[config.mk]
export PLATFORM = sky130hd
export DESIGN_NAME = div_seq_ctrl
export DESIGN_NICKNAME = d
export VERILOG_FILES = /design/src/rtl/div_seq_ctrl.sv
export SDC_FILE = /design/constraint.sdc
export NUM_CORES = 1
export LEC_CHECK = 0
export BUFFER_PORTS_ARGS = -buffer_cell sky130_fd_sc_hd__buf_2
export CAP_MARGIN = 15
export CORE_AREA = 5 5 118 120
export DETAILED_ROUTE_END_ITERATION = 10
export DIE_AREA = 0 0 123 125
export PLACE_DENSITY = 0.74
export SYNTH_ARGS = -nofsm -noshare
export SYNTH_HDL_FRONTEND = slang
export SYNTH_SLANG_ARGS = --single-unit
[constraint.sdc]
create_clock -name clk -period 1.3 [get_ports clk]
set_input_delay 0.195 -clock clk [delete_from_list [all_inputs] [get_ports clk]]
set_output_delay 0.195 -clock clk [all_outputs]
set_load 0.005 [all_outputs]
[src/rtl/div_seq_ctrl.sv]
// div_seq_ctrl: control sequencer for an iterative restoring divider.
// Latches one request, runs the external Remainder register and ALU for
// WIDTH subtract/shift iterations, then captures quotient and remainder
// into held output registers and pulses done for one cycle.
//
// Optional build macro: DIV_ZERO_DETECT_EN
//   defined   -> a zero divisor bypasses the iterations and completes one
//                edge after accept with quotient all-ones, remainder equal
//                to the dividend and div_zero set.
//   undefined -> div_zero is tied low and a zero divisor runs the full
//                sequence; the result is whatever the datapath produces.
//
// state | meaning
// ------+---------------------------------------------------------------
// IDLE  | ready high, Remainder reloads the latched dividend harmlessly
// LOAD  | one cycle, Remainder loads {0, dividend, 0}
// RUN   | WIDTH cycles of subtract/shift, cnt counts 0..WIDTH-1
// CAPT  | final Remainder value captured, done pulsed, back to IDLE
// ZERO  | divide-by-zero shortcut, only reachable with detection enabled

module div_seq_ctrl #(
    parameter  int WIDTH = 32,
    localparam int CNT_W = $clog2(WIDTH + 1)
) (
    input  logic                 clk,
    input  logic                 rst,
    input  logic                 start,
    input  logic [WIDTH-1:0]     dividend,
    input  logic [WIDTH-1:0]     divisor,
    input  logic [2*WIDTH-1:0]   rem_in,
    output logic                 rem_w_ctrl,
    output logic [WIDTH-1:0]     dividend_out,
    output logic [WIDTH-1:0]     divisor_out,
    output logic                 alu_sub,
    output logic                 ready,
    output logic                 done,
    output logic [WIDTH-1:0]     quotient,
    output logic [WIDTH-1:0]     remainder,
    output logic                 div_zero
);

    typedef enum logic [2:0] {
        IDLE = 3'd0,
        LOAD = 3'd1,
        RUN  = 3'd2,
        CAPT = 3'd3,
        ZERO = 3'd4
    } state_t;

    state_t           state;
    logic [CNT_W-1:0] cnt;

    // Upper half of the Remainder register. The final remainder sits one
    // bit to the left (the algorithm shifts once too often), so it is
    // shifted right by one on capture.
    logic [WIDTH-1:0] rem_hi;
    assign rem_hi = rem_in[2*WIDTH-1:WIDTH];

`ifdef DIV_ZERO_DETECT_EN
    logic div_zero_q;
    assign div_zero = div_zero_q;
`else
    assign div_zero = 1'b0;
`endif

    // Sequencer: state, iteration counter, operand latches and registered outputs.
    always_ff @(posedge clk) begin
        if (rst) begin
            state        <= IDLE;
            cnt          <= '0;
            ready        <= 1'b1;
            done         <= 1'b0;
            rem_w_ctrl   <= 1'b0;
            alu_sub      <= 1'b0;
            dividend_out <= '0;
            divisor_out  <= '0;
            quotient     <= '0;
            remainder    <= '0;
`ifdef DIV_ZERO_DETECT_EN
            div_zero_q   <= 1'b0;
`endif
        end else begin
            done <= 1'b0;
            case (state)
                IDLE: begin
                    rem_w_ctrl <= 1'b0;
                    alu_sub    <= 1'b0;
                    if (start && ready) begin
                        dividend_out <= dividend;
                        divisor_out  <= divisor;
                        ready        <= 1'b0;
`ifdef DIV_ZERO_DETECT_EN
                        if (divisor == '0) begin
                            state <= ZERO;
                        end else begin
                            state <= LOAD;
                        end
`else
                        state <= LOAD;
`endif
                    end
                end
                LOAD: begin
                    cnt        <= '0;
                    rem_w_ctrl <= 1'b1;
                    alu_sub    <= 1'b1;
                    state      <= RUN;
                end
                RUN: begin
                    cnt <= cnt + CNT_W'(1);
                    if (cnt == CNT_W'(WIDTH - 1)) begin
                        rem_w_ctrl <= 1'b0;
                        alu_sub    <= 1'b0;
                        state      <= CAPT;
                    end
                end
                CAPT: begin
                    quotient  <= rem_in[WIDTH-1:0];
                    remainder <= rem_hi >> 1;
`ifdef DIV_ZERO_DETECT_EN
                    div_zero_q <= 1'b0;
`endif
                    done      <= 1'b1;
                    ready     <= 1'b1;
                    state     <= IDLE;
                end
`ifdef DIV_ZERO_DETECT_EN
                ZERO: begin
                    quotient   <= '1;
                    remainder  <= dividend_out;
                    div_zero_q <= 1'b1;
                    done       <= 1'b1;
                    ready      <= 1'b1;
                    state      <= IDLE;
                end
`endif
                default: begin
                    rem_w_ctrl <= 1'b0;
                    alu_sub    <= 1'b0;
                    ready      <= 1'b1;
                    state      <= IDLE;
                end
            endcase
        end
    end

endmodule
Word level (Yosys, flattened, before mapping):

Index checks and enable logic that the tools add are counted.

* bitwise logic cells: 2
* eq/ne operators: 6
* muxes and demuxes: 9
* reduce and logical (&&, ||, !) cells: 8
* add/subtract/negate cells: 1

Operator list (count)
* case mux 6 bit (2 select lines): 1
* case mux 3 bit (3 select lines): 1
* AND reduction 2 bit: 4
* adder 6 x 1 -> 6 bit (second input constant): 1
* equality test 3 x 2 -> 1 bit (second input constant): 2
* equality test 6 x 5 -> 1 bit (second input constant): 1
* 2-to-1 mux 3 bit: 2
* != test 2 bit (second input constant): 2
* equality test 3 x 1 -> 1 bit (second input constant): 1
* zero test 3 bit: 1
* 2-to-1 mux 1 bit: 3
* case mux 1 bit (3 select lines): 1
* NOT 1 bit: 2
* case mux 1 bit (2 select lines): 1
* nonzero test 2 bit: 1
* OR reduction 2 bit: 1
* logical AND 1 bit: 1

* logic and storage cells: 35
* input bits: 131
* register bits: 139

Logic depth before layout (Yosys ltp):

* word-level depth: 4
* mapped depth: 7
* mapped depth without buffers: 5

Worst setup path after synthesis:

OpenSTA, ideal clock, no wires.

* kind: register -> register
* start point: register state[0]
* end point: register state[0]
* cell stages (with the launch flop): 6
* slack: -0.092 ns
* path buffers: 0
* library setup time: 0.079 ns
* arrival: 1.312 ns
* path through: dfxtp_1 inv_1 ha_1 a21boi_0 a221o_2 a211oi_2

* word-level cells in the longest chain between the ends: 3
* elaborated cells on any way between the ends: 7

Ends and longest elaborated chain
* start: declaration: RTL line 50 `state_t state;`
* start signal: assignment: RTL line 69 `state <= IDLE;`
* start signal: assignment: RTL line 99 `state <= LOAD;`
* start signal: assignment: RTL line 107 `state <= RUN;`
* equality test 3 x 2 -> 1 bit or zero test 3 bit (tied branches): RTL line 84 `case (state)`
* != test 2 bit (no source line)
* AND reduction 2 bit (no source line)

Parallel ways exist; a longest one is shown, timed or not.
A chain may end at the register's enable or synchronous reset.

Final worst setup path:

* start point: register state[0]
* end point: register dividend_out[11]

* word-level cells in the longest chain between the ends: 2

Ends and longest elaborated chain
* zero test 3 bit: RTL line 84
* AND reduction 2 bit (no source line)
* end signal: assignment: RTL line 89 `dividend_out <= dividend;`
* end: declaration: RTL line 32 `output logic [WIDTH-1:0] dividend_out,`

No other way between the ends.

==> out/summary.md <==
The flow ran to the end, but the final reports show violations. The final reports fail on negative setup slack. Global routing consumed, over all layers together, 18.53% of the routing resources. The run gives 4658 as the via count of the first global-routing pass. The root buffer cell chosen for the clock tree is clkbuf_16. For the worst flop-to-flop path, the logic depth is 6. The startpoint type of the worst setup path is a flop. By area the synthesized netlist is led by dfxtp_1 (54%), mux2i_1 (13%), nand2_1 (9.6%), a21oi_1 (5.1%), nor2_1 (5.0%). The post-synthesis compound-gate area fraction was 8.808%.

The share of layout cells above drive strength 1 works out to 49.48%. Routability-driven placement finished with a final weighted congestion of 0.7872. The tools report the endpoint kind of the worst setup timing path as a flop. Synthesis produced a netlist whose cell count is 544. The share of synthesized area in the top cell type comes to 54.02%. The die covers 15380 um2. The core area was 12870 um2; the estimated wirelength of the detail-placed design was 10820 um. Dividing total power by cell area gives a power density of 1818 nW/um2. Clock-pin slew was measured on the worst setup and hold paths at 60 ps.

Net switching is 31.18% of the power. For this run, the number of Yosys warnings is 0. From bottom edge to top edge, the die measures 125 um.

Mean cell area of the mapped netlist: 9.400 um2. The post-route DRC violation count is 0, and the design internal power is 10.10 mW. The kind of cell with the highest combined delay on the critical path is simple AND/OR/NAND/NOR gates.

In the layout the commonest cells are buf_2 (259), dfxtp_1 (136), nand2_1 (106). The tools report the iteration count of the initial detailed-routing pass as 5. The number of antenna violations at the first check in global routing is 0. At the later pin of the worst-skew pair, clock insertion delay measures 410 ps.

Hold is met by 18.87 ps. Across all register-to-register paths, the minimum setup slack is -70 ps. The first global-routing pass estimated 22480 um of wire. Entering global routing, the biggest net connects 46 pins. Clock skew on the completed layout was measured at 6.796 ps. Setup violations remaining at the end of the flow were counted as 30. The net switching power figure came out at 4.576 mW.

The sequential cell fraction of total power was 34.7%. Fill cells in the final layout number 1031. In the final layout, flip-flops and latches occupy 2768 um2. Multiplexer cells account for 12.72% of the synthesized area. For this design, the slowest cell found on the critical path is dfxtp_2. At the worst endpoint, the arrival time is 1710 ps. The required time of the critical path came out at 1640 ps. TritonCTS built the clock tree. The adder and majority cell fraction of the synthesized area is 1.223%, and the leakage power summed over all cells is 3.699 nW.

The clock network accounts for 33.4% of the total power. The critical path start-end classification was flop to flop. In this run the count of I/O pins placed on the die edge is 264. The number of placement rows is 42. IR analysis of the VDD net gives a maximum drop of 0.001076 V. The number of synthesized register bits works out to 138. The multi-input logic area is 2367 um2. Once layout is complete, the utilization of the core stands at 62.70%.

The number of buffers inserted during clock tree synthesis came out at 17. Walking the worst path, the cells encountered are inv_2, ha_4, and3_4, buf_12, nand2_2, a21oi_2. After Yosys synthesis, and, or, nand and nor cells account for 16.81% of the synthesized area. Once the floorplan was initialized, standard cells occupied 39.72% of the core.

Max-cap violations in this run came to 0. The post-synthesis share of cell area spent on xor and xnor gates was 0.5138%. The worst hold path terminates at quotient[20]. Startpoint of the worst-slack reg-to-reg timing path: state[0]. The final hold violation count was 0; the detailed-route vias per instance was 4.703.

The maximum fanout along the worst path is 6, and the sum of overflow across all layers after global routing is 0. The critical path crosses 6 cells after its start point. The clock passes through at most 2 buffers. The net count of the finished layout is 986.

The max-slew violation count was 0. For this design, the sink count on the clock tree is 138. Most frequent standard cell in the layout excluding fill and tap cells: buf_2. Setup repair after global routing could not meet its margin everywhere.

On the worst path, the slowest cell contributes a delay of 320 ps. The depth of the worst hold-timing path came out at 3. Relative to the synthesized area, the layout overhead comes to 57.87%. During placement, the flow inserted port buffers numbering 260. The worst-case setup margin in the final layout came out at -69.09 ps. The routed design has 16590 um of wire. In this run the remaining antenna-violating nets after routing total 0. The worst register-to-register path ends at dividend_out[11]. The number of buffers and inverters on the critical path came out at 2.

The cell area after synthesis was 5114 um2; the vias after detailed routing was 4891. The path class of the tightest hold or removal check is input pin to flop. The sequential-to-total area share from yosys stat came out at 54.02%. The violation count after the first detailed-route iteration is 217. In this run the number of H-tree levels came out at 4. The maximum achievable frequency is 0.7304 GHz, and the combinational power share is 31.9%. The width of the die came out at 123 um. The portion of the clock cycle consumed by the worst path in the final layout works out to 105.3%. For the finished layout, the period the worst path requires is 1369 ps. By area, the combinational part of the netlist is dominated by simple AND/OR/NAND/NOR gates. The worst min-delay path startpoint was rem_in[20]. In this run, distinct cell masters in the synthesized netlist total 31. After detailed routing, the average wire length per cell comes to 15.96 um. The cell taking the most area after synthesis was dfxtp_1.
## per-layer routing
metal / routed length (um) / vias up / track usage [%]
li1: - / 2399 / -
met1: 6344 / 2230 / 20.57
met2: 8050 / 229 / 30.23
met3: 1745 / 33 / 7.904
met4: 454 / 0 / 9.121
met5: 0 / - / 0
## synthesized netlist by cell type
library cell and instances:
nor2b_1 1, a21boi_0 1, mux2i_1 65, a21oi_1 52, buf_2 4, and3_1 1
conb_1 1, nand3_2 1, dfxtp_1 138, o22ai_1 1, ha_1 5, nand2b_1 7
clkbuf_1 16, o21ai_0 1, nand3b_1 3, nand2_1 131, xor2_1 3, or3_1 1
nor2_1 68, nand3_1 1, inv_1 3, a21o_1 1, buf_6 1, a21oi_2 15
buf_4 8, buf_12 6, a211oi_2 1, a211o_1 1, a221o_2 1, nand4_1 2
buf_1 4
## power by group through the flow
stage | clock (mW) | combinational (mW) | sequential (mW)
6_report | 4.90 | 4.68 | 5.10
5_1_grt | 5.20 | 5.07 | 5.16
4_1_cts | 4.99 | 3.63 | 5.07
3_5_place_dp | 0 | 3.55 | 5.15
3_3_place_gp | 0 | 3.51 | 5.12
2_1_floorplan | 0 | 2.31 | 5.20
## worst max-delay path by stage
stage	endpoint	slack, ps	startpoint
5_1_grt	quotient[21]	-110	state[1]
3_3_place_gp	cnt[5]	-10	state[1]
2_1_floorplan	state[0]	-10	state[0]
3_5_place_dp	divisor_out[30]	-60	state[0]
4_1_cts	state[0]	-50	state[0]
6_report	dividend_out[11]	-70	state[0]
## flip-flops by register name (all words and copies together) (netlist names)
name and flops:
alu_sub 1, remainder 31, dividend_out 32, divisor_out 32
ready 1, state 2, done 1, quotient 32
cnt 6
## cell families (layout without fill, tap and decap cells)
group | count (synthesis) | in the layout
mux | 65 | 65
flops | 138 | 138
buf+inv | 42 | 359
compound gates | 74 | 74
xor+xnor | 3 | 3
fa+ha+maj | 5 | 5
simple gates | 216 | 217
other cells | 1 | 3
## worst register-to-register path, stage by stage, from the launching register on
cell,delay (ps)
dfxtp_2,320
inv_2,80
ha_4,180
and3_4,290
buf_12,170
nand2_2,90
a21oi_2,170
## repair_timing
action | 4_1_cts | 5_1_grt
cloned | 0 | 11
setup buffers | 0 | 5
endpoints found under the setup margin | 60 | 122
gates resized for setup | 6 | 88
endpoints found under the hold margin | 15 | 0
hold buffers | 15 | 0
pin swaps | 1 | 32
## layout make-up
class | count | share of cell area (%)
antenna | 1 | 0.03100
clock buffer | 18 | 5.316
clock inverter | 14 | 2.092
inverter | 3 | 0.1705
multi-input combinational | 366 | 29.32
sequential | 138 | 34.28
tap | 176 | 2.728
timing repair buffer | 324 | 26.05
## through the flow
stage	instance area [um2]	setup slack, ps	setup TNS (ps)	total power [mW]	cells
after CTS	7498	-47.09	-402.0	13.69	1023
after detailed placement	6729	-58.07	-1349	8.697	976
final	8073	-69.09	-446.3	14.68	1040
after global routing	8070	-114.8	-5437	15.43	1039
after global placement	6729	-14.39	-171.6	8.629	976
after floorplan	5141	-14.36	-14.36	7.508	545
(Power assumes the default switching activity.)
